--- src/rtl/traffic_pkg.sv ---
// Shared constants for the traffic-light controller and its input conditioning.
package traffic_pkg;

   // Default conditioning parameters for external inputs
   localparam int SYNC_STAGES_DEF     = 2;
   localparam int DEBOUNCE_CYCLES_DEF = 16;

   // Debounce state encoding; bit 1 doubles as the debounced loop level
   localparam logic [1:0] ST_LOW     = 2'b00;
   localparam logic [1:0] ST_QUAL_HI = 2'b01;
   localparam logic [1:0] ST_HIGH    = 2'b10;
   localparam logic [1:0] ST_QUAL_LO = 2'b11;

   // Light-phase encoding used by the light FSM
   typedef enum logic [1:0] {
      PH_RED    = 2'b00,
      PH_GREEN  = 2'b01,
      PH_YELLOW = 2'b10
   } light_phase_t;

endpackage

--- src/rtl/sync_ff.sv ---
// N-stage flip-flop synchronizer for asynchronous external inputs.
module sync_ff #(
   parameter int STAGES = 2
) (
   input  logic clk,
   input  logic rst,
   input  logic d,
   output logic q
);

   logic [STAGES-1:0] chain;

   // Shift the raw input through the synchronizer chain
   always_ff @(posedge clk) begin
      if (rst) begin
         chain <= '0;
      end else begin
         chain <= {chain[STAGES-2:0], d};
      end
   end

   assign q = chain[STAGES-1];

endmodule

--- src/rtl/sensor_qualifier.sv ---
// Synchronizes and debounces the vehicle loop, latches arrivals as service
// requests for the light FSM and keeps a saturating arrival count.
module sensor_qualifier
   import traffic_pkg::*;
#(
   parameter int SYNC_STAGES     = SYNC_STAGES_DEF,
   parameter int DEBOUNCE_CYCLES = DEBOUNCE_CYCLES_DEF,
   parameter int CNT_W           = 8
) (
   input  logic             clk,
   input  logic             rst,
   input  logic             sensor_raw,
   input  logic             grant,
   input  logic             count_clr,
   output logic             sensor,
   output logic             presence,
   output logic             arrival,
   output logic [CNT_W-1:0] vehicle_count
);

   localparam int CW = $clog2(DEBOUNCE_CYCLES + 1);
   localparam logic [CW-1:0] LAST = CW'(DEBOUNCE_CYCLES - 1);

   logic          s;
   logic [1:0]    state;
   logic [1:0]    state_nxt;
   logic [CW-1:0] cnt;
   logic [CW-1:0] cnt_nxt;
   logic          arrival_nxt;

   sync_ff #(
      .STAGES(SYNC_STAGES)
   ) u_sync (
      .clk(clk),
      .rst(rst),
      .d  (sensor_raw),
      .q  (s)
   );

   // Debounce transitions; the qualifying edge that completes the count moves
   // straight to the settled state so the counter never exceeds its range
   always_comb begin
      state_nxt   = state;
      cnt_nxt     = cnt;
      arrival_nxt = 1'b0;
      case (state)
         ST_LOW: begin
            if (s) begin
               state_nxt = ST_QUAL_HI;
               cnt_nxt   = CW'(1);
            end
         end
         ST_QUAL_HI: begin
            if (!s) begin
               state_nxt = ST_LOW;
               cnt_nxt   = '0;
            end else if (cnt == LAST) begin
               state_nxt   = ST_HIGH;
               cnt_nxt     = '0;
               arrival_nxt = 1'b1;
            end else begin
               cnt_nxt = cnt + CW'(1);
            end
         end
         ST_HIGH: begin
            if (!s) begin
               state_nxt = ST_QUAL_LO;
               cnt_nxt   = CW'(1);
            end
         end
         default: begin
            if (s) begin
               state_nxt = ST_HIGH;
               cnt_nxt   = '0;
            end else if (cnt == LAST) begin
               state_nxt = ST_LOW;
               cnt_nxt   = '0;
            end else begin
               cnt_nxt = cnt + CW'(1);
            end
         end
      endcase
   end

   // Register debounce state, arrival pulse, request latch and arrival count;
   // grant beats a same-cycle arrival, and clear beats a same-cycle increment
   always_ff @(posedge clk) begin
      if (rst) begin
         state         <= ST_LOW;
         cnt           <= '0;
         arrival       <= 1'b0;
         sensor        <= 1'b0;
         vehicle_count <= '0;
      end else begin
         state   <= state_nxt;
         cnt     <= cnt_nxt;
         arrival <= arrival_nxt;
         if (grant) begin
            sensor <= 1'b0;
         end else if (arrival_nxt) begin
            sensor <= 1'b1;
         end
         if (count_clr) begin
            vehicle_count <= '0;
         end else if (arrival_nxt && (vehicle_count != {CNT_W{1'b1}})) begin
            vehicle_count <= vehicle_count + CNT_W'(1);
         end
      end
   end

   assign presence = state[1];

endmodule

--- config.mk ---
export PLATFORM = sky130hd
export DESIGN_NAME = sensor_qualifier
export DESIGN_NICKNAME = d
export VERILOG_FILES = /design/src/rtl/traffic_pkg.sv /design/src/rtl/sync_ff.sv /design/src/rtl/sensor_qualifier.sv
export SDC_FILE = /design/constraint.sdc
export NUM_CORES = 1
export LEC_CHECK = 0
export CAP_MARGIN = 40
export CORE_MARGIN = 5
export CORE_UTILIZATION = 39
export DETAILED_ROUTE_END_ITERATION = 8
export PLACE_DENSITY = 0.66
export RECOVER_POWER = 100
export SLEW_MARGIN = 0
export SYNTH_ARGS = -nofsm -noshare
export SYNTH_HDL_FRONTEND = slang
export SYNTH_HIERARCHICAL = 1
export SYNTH_SLANG_ARGS = --single-unit
--- constraint.sdc ---
create_clock -name clk -period 1.8 [get_ports clk]
set_clock_uncertainty 0.05 [all_clocks]
set_input_delay 0.36 -clock clk [delete_from_list [all_inputs] [get_ports clk]]
set_output_delay 0.36 -clock clk [all_outputs]
set_load 0.01 [all_outputs]
### Word level (Yosys, flattened, before mapping)

Cells that the tools add are included.

| cells by class | value |
|---|---|
| $add $sub $neg | 2 |
| equal/unequal tests | 7 |
| muxes and demuxes | 16 |
| reductions and logical operators | 7 |

Operator list:

| operator | number |
|---|---|
| $mux W5 | 5 |
| $pmux W5 S3 | 1 |
| $mux W2 | 6 |
| $add A8 B1 Y8 const B | 1 |
| $ne A8 B8 Y1 const B | 1 |
| $pmux W2 S3 | 1 |
| $add A5 B1 Y5 const B | 1 |
| $eq A5 B4 Y1 const B | 1 |
| $reduce_and A4 Y1 | 1 |
| $reduce_bool A4 Y1 | 1 |
| $reduce_or A2 Y1 | 2 |
| $mux W1 | 3 |
| $ne A3 B3 Y1 const B | 1 |
| $eq A2 B1 Y1 const B | 1 |
| $eq A2 B2 Y1 const B | 1 |
| $logic_not A2 Y1 | 1 |
| $ne A2 B1 Y1 const B | 1 |
| $ne A2 B2 Y1 const B | 1 |
| $reduce_and A2 Y1 | 1 |
| $logic_and A1 B1 Y1 | 1 |

| word-level totals | value |
|---|---|
| register bits after elaboration | 19 |
| output and inout port bits | 11 |

### Longest topological paths before layout

| logic depth | value |
|---|---|
| depth after elaboration | 5 |
| depth in mapped cells | 6 |
| mapped depth without buffers | 6 |

### Hierarchy

Netlist, hierarchy kept.

Modules (own cells, without submodules):

| module | instances | cells each | area each (sq um) |
|---|---|---|---|
| sensor_qualifier | 1 | 114 | 982.2 |
| sync_ff | 1 | 4 | 52.6 |

### Least setup slack after synthesis

No wires, ideal clock.

| timing | value |
|---|---|
| path type | reg-to-reg |
| start point | reg with a tool-made name |
| end point | reg vehicle_count[6] |
| library setup time | 103 ps |
| arrival | 1,494 ps |
| slack | 153 ps |
| cell stages (with the launch flop) | 7 |
| buffers on the path | 0 |
| cells stage by stage | dfxtp_1 -> inv_1 -> ha_1 -> nand3b_1 -> nor3_2 -> and4b_1 -> a2111oi_2 |

RTL lines:

| what | RTL line | text |
|---|---|---|
| end signal: assignment | sensor_qualifier.sv:106 | `vehicle_count <= vehicle_count + CNT_W'(1);` |
| end: declaration | sensor_qualifier.sv:18 | `output logic [CNT_W-1:0] vehicle_count` |

### Final worst setup path

| timing | value |
|---|---|
| start point | reg vehicle_count[5] |
| end point | out vehicle_count[5] |

No word-level cell between the ends.

==> results.yml <==
outcome:
  status: "finished, final reports clean"
floorplanning:
  start_util_pct: 41.39
  coreArea_um2: 2500
  io-pin-count: 16
  dieArea_um2: 3783
  die_w_um: 61.51
  fp.dieH_um: 61.51
  row_count: 18
place:
  dp_hpwl_um: 1669
  place_congestion: 0.8384
  portBuffers: 15
  placedCellCount: 165
yosys:
  synthMuxAreaShare_pct: 7.860
  ys_seq_elements: 19
  synth_top_family_by_area: "simple AND/OR/NAND/NOR gates"
  synthSimpleGateAreaFrac_pct: 30.23
  syn_area_um2: 1035
  synthCells: 118
  synth.distinct_cells: 37
  seq_area_frac_synth_pct: 36.76
  synth_warnings: 6
  synthXorXnorAreaFrac_pct: 0
  synth_compound_area_share_pct: 15.24
  synthAdderAreaFrac_pct: 7.255
  syn_avg_cell_area_um2: 8.769
  synth_fp_nets: 129
clock_network:
  cts_tree: "built"
  insertion_delay_ps: 300
  cts.sinks: 19
  cts-root-buf: "clkbuf_4"
  htree_levels: 1
  ctsLongestPathBuffers: 2
  clk_pin_slew_worst_paths_ps: 100
  cts_buffers: 3
global_route:
  grt_antenna_before_repair: 0
  grt_pass1_wl_um: 3726
  grt_overflow_total: 0
  gr-usage-met3_pct: 2.516
  grt.total_usage_pct: 12.88
  grt_max_degree: 13
  grt_pass1_vias: 878
  met1_usage_pct: 17.95
  grt-busiest-layer: "met2"
  use_met2_pct: 19.73
setup_path:
  worstRegToRegCells: 4
  r2r_setup_slack_ps: 100
  slowest_stage: "clkdlybuf4s50_1"
  endpoint: "vehicle_count[5]"
  path_cells: "clkdlybuf4s50_1"
  cp-start-kind: "flip-flop"
  arrival_ps: 1310
  required_ps: 1390
  crit_path_start: "vehicle_count[5]"
  critical_path.max_stage_delay_ps: 580
  cp_max_fo: 6
  critPathTopFamily: "buffers and inverters"
  cp.depth: 1
  critPathKind: "flip-flop to output port"
  endpoint_kind: "output port"
  r2r_start: "u_sync/chain[1]"
  reg2reg_to: "vehicle_count[0]"
  crit_buf_inv: 1
timing:
  max_freq_mhz: 581.2
  holdWs_ps: 408.3
  finalHoldViolations: 0
  fin_setup_tns_ps: 0
  fin_crit_ps: 1721
  rsz0062_at_grt: "no"
  setup_violations: 0
  relSlewSlack_pct: 72.00
  tightest_slew_ps: 416.2
  finalCritPeriodShare_pct: 95.59
  drv_slew: 0
detailed_routing:
  first_pass_iters: 4
  drt-initial-drc-count: 16
  avgRoutedWirePerCell_um: 13.09
  vias: 952
  antenna_left: 0
  wirelength_um: 2238
  drc: 0
  drt-vias-per-instance: 5.567
layout:
  fillers: 237
  fin_nets: 153
  layout-drive-gt1-share_pct: 16.31
  fin_cells: 171
  final-seq-area_um2: 389.1
  diodes: 0
  area_growth_pct: 26.84
  multiInputGateArea_um2: 649.4
job:
  maxCapViolCount: 0
pwr:
  peakVddDrop_mv: 0.5157
  cellPowerDensity_nw_per_um2: 525.0
  cellLeakagePower_uw: 0.0004925
hold_path:
  hp-class: "flip-flop to flip-flop"
## how the worst min path moves through the flow
stage                          startpoint              end  slack [ps]  cells past startpoint
final                     u_sync/chain[0]  u_sync/chain[1]         410                      1
after global placement    u_sync/chain[0]  u_sync/chain[1]         370                      1
after detailed placement  u_sync/chain[0]  u_sync/chain[1]         380                      1
after CTS                 u_sync/chain[0]  u_sync/chain[1]         410                      1
after floorplan           u_sync/chain[0]  u_sync/chain[1]         360                      1
after global routing      u_sync/chain[0]  u_sync/chain[1]         430                      1
## sequential cells by signal, summed over array words and instances (netlist names), named ones only
name,cells
sensor,1
vehicle_count,8
cnt,5
arrival,1
state,1
u_sync/chain,2
## per-stage QoR
stage                     power, uW  util [%]  worst slack (ps)  instance area (um2)
after floorplan               459.8         -             152.7                 1035
after global routing          726.7     52.50             5.950                 1313
after CTS                     698.7     50.85             19.54                 1271
after global placement        479.6     49.75             151.2                 1244
after detailed placement      480.8     49.75             53.52                 1244
final                         689.1     52.50             79.42                 1313
## synthesized netlist by cell type
| cell type | n | share of area (%) |
|---|---|---|
| a21oi_1 | 6 | 2.9 |
| nor3b_1 | 3 | 2.2 |
| o22ai_1 | 1 | 0.60 |
| nand4b_1 | 1 | 0.85 |
| a2111oi_2 | 1 | 1.5 |
| o211a_1 | 1 | 0.97 |
| o41ai_1 | 1 | 0.85 |
| nor3_2 | 1 | 0.97 |
| o21a_1 | 1 | 0.73 |
| o211ai_1 | 1 | 0.73 |
| o31ai_1 | 2 | 1.5 |
| nor4_1 | 2 | 1.2 |
| nand3_1 | 6 | 2.9 |
| o21ai_0 | 4 | 1.9 |
| and3_1 | 1 | 0.60 |
| or2_4 | 1 | 0.85 |
| mux2i_1 | 7 | 6.8 |
| a31oi_1 | 2 | 1.2 |
| nor2b_1 | 6 | 3.6 |
| or3_1 | 2 | 1.2 |
| o311ai_1 | 2 | 1.7 |
| nand2_1 | 10 | 3.6 |
| and2_1 | 1 | 0.60 |
| nand3b_1 | 1 | 0.73 |
| mux2_2 | 1 | 1.1 |
| nand4_1 | 3 | 1.8 |
| nor3_1 | 5 | 2.4 |
| and4b_1 | 2 | 1.9 |
| ha_1 | 6 | 7.3 |
| nor4b_1 | 1 | 0.85 |
| nor2_1 | 8 | 2.9 |
| dfxtp_1 | 19 | 37 |
| nand3_2 | 1 | 0.97 |
| a21boi_1 | 1 | 0.73 |
| buf_2 | 1 | 0.48 |
| inv_1 | 5 | 1.8 |
| clkbuf_1 | 1 | 0.36 |
## power by group
group / switching (uW) / leakage [uW] / total [uW] / internal, uW
registers: 4.53 / 0.000157 / 429 / 424
logic: 20.4 / 0.000320 / 42.1 / 21.7
clock network: 132 / 0.0000150 / 218 / 86.5
## cells by family after synthesis
group | Yosys count
AND/OR/NAND/NOR | 55
AO/OA/AOI/OAI | 23
flip-flops | 19
multiplexers | 8
buffers and inverters | 7
adder cells (fa/ha/maj) | 6
## area by class of cell
class	instances	share of cell area [%]
clock buffers	4	2.002
inverters	5	1.430
multi-input cells	92	49.48
flip-flops and latches	19	29.65
well taps	30	2.860
repair buffers	21	14.59
## timing repair
item,in CTS,in global routing
buffers inserted,0,2
resized for setup,1,12
endpoints found under the setup margin,1,7
hold buffers,0,0
pin swaps,0,3
## placed cells by master (no fill, tap or decap), types with 4 or more instances in the layout
| cell type | instances |
|---|---|
| nor2_1 | 8 |
| nand3_1 | 6 |
| ha_1 | 4 |
| nor2b_1 | 6 |
| o21ai_0 | 4 |
| inv_1 | 4 |
| dfxtp_2 | 7 |
| nor3_1 | 5 |
| clkbuf_4 | 4 |
| mux2i_1 | 7 |
| nand2_1 | 10 |
| buf_4 | 4 |
| clkdlybuf4s50_1 | 12 |
| a21oi_1 | 6 |
| dfxtp_1 | 12 |
## routing by layer
layer / vias up / routed length [um]
met5: - / 0
met4: 0 / 34
met3: 2 / 63
met2: 18 / 985
met1: 448 / 1154
li1: 484 / -
Power figures use the tool's default switching activity.
